[src/rtl/icache_pkg.sv]
`default_nettype none
// ============================================================================
// icache_pkg : shared geometry, FSM encoding and address-field helpers
// Rev 1.0
// ============================================================================
package icache_pkg;

    localparam int TAG_W          = 27;
    localparam int IDX_W          = 3;
    localparam int OFF_W          = 2;
    localparam int WORD_W         = 32;
    localparam int WORDS_PER_LINE = 4;
    localparam int LINE_W         = WORD_W * WORDS_PER_LINE;

    typedef enum logic [1:0] {
        LOOKUP = 2'd0,
        FILL   = 2'd1,
        WRITE  = 2'd2
    } state_t;

    function automatic logic [TAG_W-1:0] addr_tag(input logic [31:0] a);
        return a[31:5];
    endfunction

    function automatic logic [IDX_W-1:0] addr_idx(input logic [31:0] a);
        return a[4:2];
    endfunction

    function automatic logic [OFF_W-1:0] addr_off(input logic [31:0] a);
        return a[1:0];
    endfunction

endpackage
`default_nettype wire

[src/rtl/icache_fill_buf.sv]
`default_nettype none
// ============================================================================
// icache_fill_buf : refill word counter and line assembly register
// Rev 1.0
// ============================================================================
module icache_fill_buf
    import icache_pkg::*;
(
    input  logic              clk,
    input  logic              rst,
    input  logic              clr,
    input  logic              ack,
    input  logic [WORD_W-1:0] wdata,
    output logic [OFF_W-1:0]  cnt,
    output logic [LINE_W-1:0] line,
    output logic              last
);

    logic [OFF_W-1:0] cnt_q;

    always_ff @(posedge clk) begin
        if (rst || clr) begin
            cnt_q <= '0;
        end else if (ack) begin
            cnt_q <= cnt_q + 1'b1;
        end
    end

    // Each word slot captures only the ack that matches its position.
    for (genvar k = 0; k < WORDS_PER_LINE; k++) begin : g_word
        logic [WORD_W-1:0] word_q;

        always_ff @(posedge clk) begin
            if (rst) begin
                word_q <= '0;
            end else if (ack && !clr && (cnt_q == OFF_W'(k))) begin
                word_q <= wdata;
            end
        end

        assign line[k*WORD_W +: WORD_W] = word_q;
    end

    assign cnt  = cnt_q;
    assign last = (cnt_q == {OFF_W{1'b1}});

endmodule
`default_nettype wire

[src/rtl/icache_ctrl.sv]
`default_nettype none
// ============================================================================
// icache_ctrl : direct-mapped I-cache lookup, miss stall and line refill
// Rev 1.0
// ============================================================================
module icache_ctrl
    import icache_pkg::*;
#(
    parameter int CNT_W = 16
) (
    input  logic              clk,
    input  logic              rst,
    input  logic              req_valid,
    input  logic [31:0]       req_addr,
    output logic [31:0]       instr_out,
    output logic              instr_valid,
    output logic              stall,
    output logic              cache_hit,
    output logic [IDX_W-1:0]  cache_addr,
    output logic [TAG_W-1:0]  cache_tag_in,
    output logic [LINE_W-1:0] cache_data_in,
    input  logic [LINE_W-1:0] cache_data_out,
    input  logic [TAG_W-1:0]  cache_tag_out,
    input  logic              cache_valid,
    output logic              mem_req,
    output logic [31:0]       mem_addr,
    input  logic              mem_ack,
    input  logic [31:0]       mem_rdata,
    output logic [CNT_W-1:0]  miss_count
);

    state_t             state_q;
    logic [TAG_W-1:0]   tag_q;
    logic [IDX_W-1:0]   idx_q;
    logic [CNT_W-1:0]   miss_count_q;
    logic [CNT_W-1:0]   miss_count_d;

    logic [TAG_W-1:0]   req_tag;
    logic [IDX_W-1:0]   req_idx;
    logic [OFF_W-1:0]   req_off;
    logic               hit;
    logic               miss;
    logic               fill_ack;
    logic [OFF_W-1:0]   fill_cnt;
    logic [LINE_W-1:0]  fill_line;
    logic               fill_last;
    logic [WORD_W-1:0]  sel_word;

    assign req_tag = addr_tag(req_addr);
    assign req_idx = addr_idx(req_addr);
    assign req_off = addr_off(req_addr);

    // req_valid leads the AND so unknown storage outputs cannot leak when idle.
    assign hit      = req_valid & cache_valid & (cache_tag_out == req_tag);
    assign miss     = (state_q == LOOKUP) & req_valid & ~hit;
    assign fill_ack = (state_q == FILL) & mem_ack;
    assign sel_word = cache_data_out[{req_off, 5'd0} +: WORD_W];

    assign miss_count_d = (&miss_count_q) ? miss_count_q : miss_count_q + 1'b1;
    assign miss_count   = miss_count_q;

    icache_fill_buf u_fill_buf (
        .clk   (clk),
        .rst   (rst),
        .clr   (miss),
        .ack   (fill_ack),
        .wdata (mem_rdata),
        .cnt   (fill_cnt),
        .line  (fill_line),
        .last  (fill_last)
    );

    always_ff @(posedge clk) begin
        if (rst) begin
            state_q      <= LOOKUP;
            tag_q        <= '0;
            idx_q        <= '0;
            miss_count_q <= '0;
        end else begin
            case (state_q)
                LOOKUP: begin
                    if (miss) begin
                        tag_q        <= req_tag;
                        idx_q        <= req_idx;
                        miss_count_q <= miss_count_d;
                        state_q      <= FILL;
                    end
                end
                FILL: begin
                    if (fill_ack && fill_last) begin
                        state_q <= WRITE;
                    end
                end
                WRITE:   state_q <= LOOKUP;
                default: state_q <= LOOKUP;
            endcase
        end
    end

    // Outputs are forced to their idle values while rst is held so an
    // aborted refill can never strobe the storage write port.
    always_comb begin
        instr_out     = '0;
        instr_valid   = 1'b0;
        stall         = 1'b0;
        cache_hit     = 1'b1;
        cache_addr    = '0;
        cache_tag_in  = '0;
        cache_data_in = '0;
        mem_req       = 1'b0;
        mem_addr      = '0;
        if (!rst) begin
            case (state_q)
                LOOKUP: begin
                    cache_addr = req_idx;
                    if (hit) begin
                        instr_valid = 1'b1;
                        instr_out   = sel_word;
                    end else if (req_valid) begin
                        stall = 1'b1;
                    end
                end
                FILL: begin
                    stall    = 1'b1;
                    mem_req  = 1'b1;
                    mem_addr = {tag_q, idx_q, fill_cnt};
                end
                WRITE: begin
                    stall         = 1'b1;
                    cache_hit     = 1'b0;
                    cache_addr    = idx_q;
                    cache_tag_in  = tag_q;
                    cache_data_in = fill_line;
                end
                default: ;
            endcase
        end
    end

endmodule
`default_nettype wire

[config.mk]
export PLATFORM = sky130hd
export DESIGN_NAME = icache_ctrl
export DESIGN_NICKNAME = d
export VERILOG_FILES = /design/src/rtl/icache_pkg.sv /design/src/rtl/icache_fill_buf.sv /design/src/rtl/icache_ctrl.sv
export SDC_FILE = /design/constraint.sdc
export NUM_CORES = 1
export LEC_CHECK = 0
export ABC_CLOCK_PERIOD_IN_PS = 6220
export CAP_MARGIN = 20
export CORE_AREA = 2 2 183 185
export CTS_CLUSTER_DIAMETER = 200
export DETAILED_ROUTE_END_ITERATION = 16
export DIE_AREA = 0 0 185 187
export GPL_TIMING_DRIVEN = 0
export PLACE_DENSITY = 0.72
export SYNTH_ARGS = -nofsm -noshare
export SYNTH_HDL_FRONTEND = slang
export SYNTH_HIERARCHICAL = 1
export SYNTH_SLANG_ARGS = --single-unit
[constraint.sdc]
create_clock -name clk -period 6.22 [get_ports clk]
set_clock_uncertainty 0.1 [all_clocks]
set_input_delay 1.866 -clock clk [delete_from_list [all_inputs] [get_ports clk]]
set_output_delay 1.866 -clock clk [all_outputs]
set_load 0.02 [all_outputs]
Word level (Yosys, flattened, before mapping)
Cells that the tools add are included.

word-level totals
  register bits = 178
  bits of input ports = 224
  output and inout bits = 242

operators by class
  $add $sub $neg = 2
  equality and inequality tests = 8
  shifts and indexed selects = 1
  mux-type cells = 25
  bitwise operators = 7
  reductions and logical operators = 15

operators with widths
  operator               number
  $mux 128               2
  $mux 32                5
  $shiftx 128x8->32      1
  $mux 27                2
  $eq 27x27->1           1
  $add 16x1->16 const B  1
  $reduce_and 16->1      1
  $mux 1                 10
  $eq 2x2->1 const B     3
  $logic_and 1x1->1      6
  $pmux 3 s2             1
  $and 1x1->1            5
  $eq 2x1->1 const B     2
  $logic_not 2->1        2
  $mux 2                 2
  $ne 2x1->1 const B     2
  $pmux 2 s2             1
  $reduce_and 2->1       2
  $mux 3                 1
  $reduce_and 3->1       1
  $add 2x1->2 const B    1
  $not 1->1              2
  $pmux 1 s2             1
  $reduce_or 2->1        1
  other kinds (2)        2

Depth between registers and ports, before layout
  word-level depth = 7
  gate-level depth with buffers = 11
  gate-level depth less buffers = 7

By module
The synthesis kept the hierarchy.

modules (own cells, without submodules)
  module           instances  cells an instance  area an instance (um^2)  sequential area each (um^2)
  icache_fill_buf  1          469                5,255.0                  2,602.5
  icache_ctrl      1          552                4,709.5                  960.9

Worst setup path after synthesis
No wires, ideal clock.

  path type = input to output
  from = input port req_addr[0]
  to = output port instr_out[11]
  data arrival time = 3.294 ns
  required time = 4.254 ns
  slack = 0.960 ns
  stages on the path = 4
  path buffers = 2
  cell sequence = buf_2 > clkbuf_1 > mux4_2 > nor2b_1

on the way
  longest elaborated chain between the ends = 4

RTL lines
  item               RTL line            RTL
  start, declared    icache_ctrl.sv:14   input logic [31:0] req_addr,
  $shiftx 128x8->32  icache_ctrl.sv:57   assign sel_word = cache_data_out[{req_off, 5'd0} +: WORD_W];
  $mux 32            icache_ctrl.sv:116  if (hit) begin
  $mux 32            icache_ctrl.sv:113  case (state_q)
  $mux 32            icache_ctrl.sv:112  if (!rst) begin
  end, declared      icache_ctrl.sv:15   output logic [31:0] instr_out,

No other way between the ends.

Final worst setup path
  from = input port req_addr[21]
  to = output port instr_out[25]

on the way
  longest elaborated chain between the ends = 5

RTL lines
  item          RTL line            RTL
  $eq 27x27->1  icache_ctrl.sv:54   assign hit = req_valid & cache_valid & (cache_tag_out == req_tag);
  $and 1x1->1   icache_ctrl.sv:54
  $mux 32       icache_ctrl.sv:116
  $mux 32       icache_ctrl.sv:113
  $mux 32       icache_ctrl.sv:112

No other way between the ends.

==> impl_metrics.csv <==
group,metric,value,unit
worst_setup_path,cp_max_fo,10,
worst_hold_path,min_path_cells,2,
finish,nFillCells,3098,
timing,layout_setup_ws,0.0526,ns
outcome,outcome,"completed",
worst_setup_path,crit_arrival,4.20,ns
floorplan,io_pins,466,
logic_synthesis,seq_area_frac_synth,35.8,%
worst_setup_path,crit_buf_inv,5,
clock_tree,clock-sinks,178,
floorplan,design.core.area,0.0329,mm²
logic_synthesis,synth_area_leader_cell,"dfxtp_1",
worst_setup_path,cp_top_family,"simple AND/OR/NAND/NOR gates",
logic_synthesis,yosysTopAreaCellShare,35.8,%
worst_setup_path,cp-start-kind,"input pin",
timing,finalHoldViolCount,0,
global_routing,overflow,0,
routing,first_pass_iters,4,
clock_tree,cts_made_buffers,17,
routing,ant_nets,0,
floorplan,num_rows,67,
floorplan,die_w,185,µm
timing,drv_slew,0,
logic_synthesis,yosysMostFrequentCell,"and2_1",
timing,slew_headroom,42.9,%
routing,via_per_inst,4.63,
routing,drc,0,
routing,routed_wl,38.0,mm
worst_setup_path,crit_slowest_cell,"clkdlybuf4s50_1",
worst_setup_path,timing.critical_path.from,"req_addr[21]",
floorplan,die_area,0.0346,mm²
finish,areaGrowthSynthToFinish,60.1,%
logic_synthesis,ys.flop_type,"dfxtp_1",
worst_setup_path,required,4.25,ns
global_routing,first_global_vias,9490,
power,power-per-cell-area,199,mW/mm²
routing,vias,9157,
routing,drtIter0Drc,379,
logic_synthesis,synth_commonest_cells,"and2_1 (190), dfxtp_1 (178), nand2b_1 (164)",
run,cap_violations,0,
logic_synthesis,syn_avg_cell_area,9.76,µm²
power,power,3.17,mW
logic_synthesis,synth_cells,1021,
worst_hold_path,hp-class,"flop to flop",
floorplan,die_h,187,µm
finish,drive_gt1_share,11.4,%
placed_design,detailed_place_hpwl,30.6,mm
clock_tree,ctsLongestPathBuffers,2,
worst_setup_path,endpoint_kind,"output port",
power,p_leak,6.61,nW
logic_synthesis,synth_area,0.00996,mm²
worst_setup_path,crit_chain,"clkdlybuf4s50_1, xor2_1, nor4_2, nand4_1, nor2_2, nand3b_1, buf_6, buf_6, buf_8, nor2b_2, buf_4",
clock_tree,path_clk_slew,0.07,ns
clock_tree,insertion_delay,0.44,ns
global_routing,grt_usage,21.8,%
logic_synthesis,ys_ff_latch,178,
global_routing,grt_max_degree,17,
power,vdd_drop_max,0.000187,V
floorplan,start_util,30.3,%
global_routing,antenna_found_initial,5,
routing,wl_per_cell,19.2,µm
placed_design,dpl_worst_slack,-0.996,ns
clock_tree,htree_levels,4,
worst_setup_path,cpPeakStageDelay,0.45,ns
timing,max_freq,162,MHz
worst_setup_path,cp.depth,11,
logic_synthesis,synth_cell_types,38,
worst_setup_path,reg2reg_from,"state_q[1]",
logic_synthesis,synth_nets,1256,
worst_setup_path,crit_top_cell,"buf_6",
global_routing,grt_pass1_wl,56.1,mm
placed_design,port_buffers,464,
worst_hold_path,hp-start,"u_fill_buf/g_word[1].word_q[13]",
worst_setup_path,crit_type,"input pin to output port",
placed_design,gp_congestion,0.932,
timing,fin_crit,6.17,ns
logic_synthesis,synth_edf_count,0,
timing,finalSetupViolCount,0,
logic_synthesis,async_flop_share,0,%
logic_synthesis,ys_warn_count,6,
timing,tightest_slew,0.856,ns
logic_synthesis,synth_area_leaders,"dfxtp_1 (36%), mux2i_1 (16%), and2_1 (12%)",
clock_tree,tritoncts,"yes",
worst_setup_path,reg2regPathDepth,10,
clock_tree,cts_root_buf,"clkbuf_16",
timing,min_period_over_period,99.2,%
finish,finalNetCount,1746,
[sequential cells by signal, indices dropped and copies added (netlist names)]
signal and cells:
state_q 2, miss_count 16, u_fill_buf/cnt 2, tag_q 27, u_fill_buf/g_word.word_q 128, idx_q 3
[logic make-up (layout without fill, tap and decap cells)]
kind of cell | Yosys count | in the layout | synth area share [%]
AND/OR/NAND/NOR | 487 | 487 | 29.5
flip-flops | 178 | 178 | 35.8
other | 0 | 5 | 0
adder cells (fa/ha/maj) | 11 | 11 | 1.38
buffers and inverters | 89 | 591 | 5.15
multiplexers | 196 | 196 | 23.7
XOR/XNOR | 28 | 28 | 2.46
AO/OA/AOI/OAI | 32 | 32 | 2.01
[per-stage QoR]
| stage | util (%) | setup TNS, ns | hold WS, ns | std cells | area, µm² |
|---|---|---|---|---|---|
| final | 48.5 | 0 | 0.368 | 1976 | 15900 |
| after global routing | 48.5 | -0.00589 | 0.386 | 1976 | 15900 |
| after CTS | 48.2 | -0.0911 | 0.372 | 1968 | 15800 |
| after detailed placement | 46.2 | -64.06 | 0.357 | 1933 | 15200 |
| after global placement | 46.2 | -64.54 | 0.355 | 1933 | 15200 |
| after floorplan | - | 0 | 0.344 | 1021 | 9960 |
[path summary, 6_finish.rpt]
| kind | end | slack, ns |
|---|---|---|
| worst max-delay path | instr_out[25] | 0.05 |
| worst max register to register | u_fill_buf/g_word[2].word_q[8] | 3.75 |
| worst min register to register | u_fill_buf/g_word[1].word_q[13] | 0.37 |
| worst min-delay path | u_fill_buf/g_word[1].word_q[13] | 0.37 |
[repair_timing]
item                       4_1_cts  5_1_grt
buffers inserted                 4        3
resized for setup              177       53
setup endpoints to repair      179      177
hold buffers                     0        0
pin swaps                        5        4
[worst min-delay path, cell delays in order, from the launching register on]
cell      delay [ns]
dfxtp_1         0.31
nand2b_1        0.06
mux2i_1         0.06
[per-layer routing]
metal	routed length (µm)	vias up	track usage (%)	part of all wire, %
met3	2230	61	4.79	5.9
li1	-	4393	-	-
met5	0	-	0	0
met2	19600	325	39.6	52
met4	1640	0	11.0	4.3
met1	14500	4378	23.4	38
[cells in the final DEF, fill, tap and decap left out, types with 4 or more instances in the layout]
cell	n
nand3_1	4
nor4_1	5
a21oi_1	12
buf_12	4
diode_2	5
o21ai_1	7
nor2b_1	25
clkdlybuf4s50_1	427
buf_6	20
clkbuf_1	31
buf_2	16
or4_1	5
dfxtp_1	178
or3_1	6
clkbuf_2	17
xor2_1	27
ha_1	11
mux2i_1	161
o31ai_1	5
inv_1	11
mux4_2	32
nand2_1	9
buf_4	23
inv_6	6
nand2b_1	164
nor2b_4	7
and3_1	4
nor2b_2	6
nand3b_1	5
nor4_2	5
clkbuf_16	17
and2_1	190
nand4_1	5
nor2_1	38
[final cells by class]
| type | count | area (µm²) | share of cell area (%) |
|---|---|---|---|
| clock inverters | 14 | 178 | 1.11 |
| flip-flops and latches | 178 | 3560 | 22.3 |
| clock buffers | 17 | 425 | 2.67 |
| plain buffers | 78 | 532 | 3.33 |
| multi-input cells | 754 | 6000 | 37.6 |
| inverters | 11 | 41.3 | 0.259 |
| well taps | 448 | 561 | 3.51 |
| repair buffers | 471 | 4630 | 29.1 |
| diodes | 5 | 12.5 | 0.0785 |
[power breakdown]
| group | leakage (nW) | internal [mW] | switching [mW] | total [mW] |
|---|---|---|---|---|
| Combinational | 4.87 | 0.417 | 0.378 | 0.795 |
| Clock | 0.295 | 0.638 | 0.486 | 1.12 |
| Sequential | 1.44 | 1.21 | 0.0449 | 1.25 |
| Total | 6.61 | 2.26 | 0.909 | 3.17 |
Power figures use the tool's default switching activity.
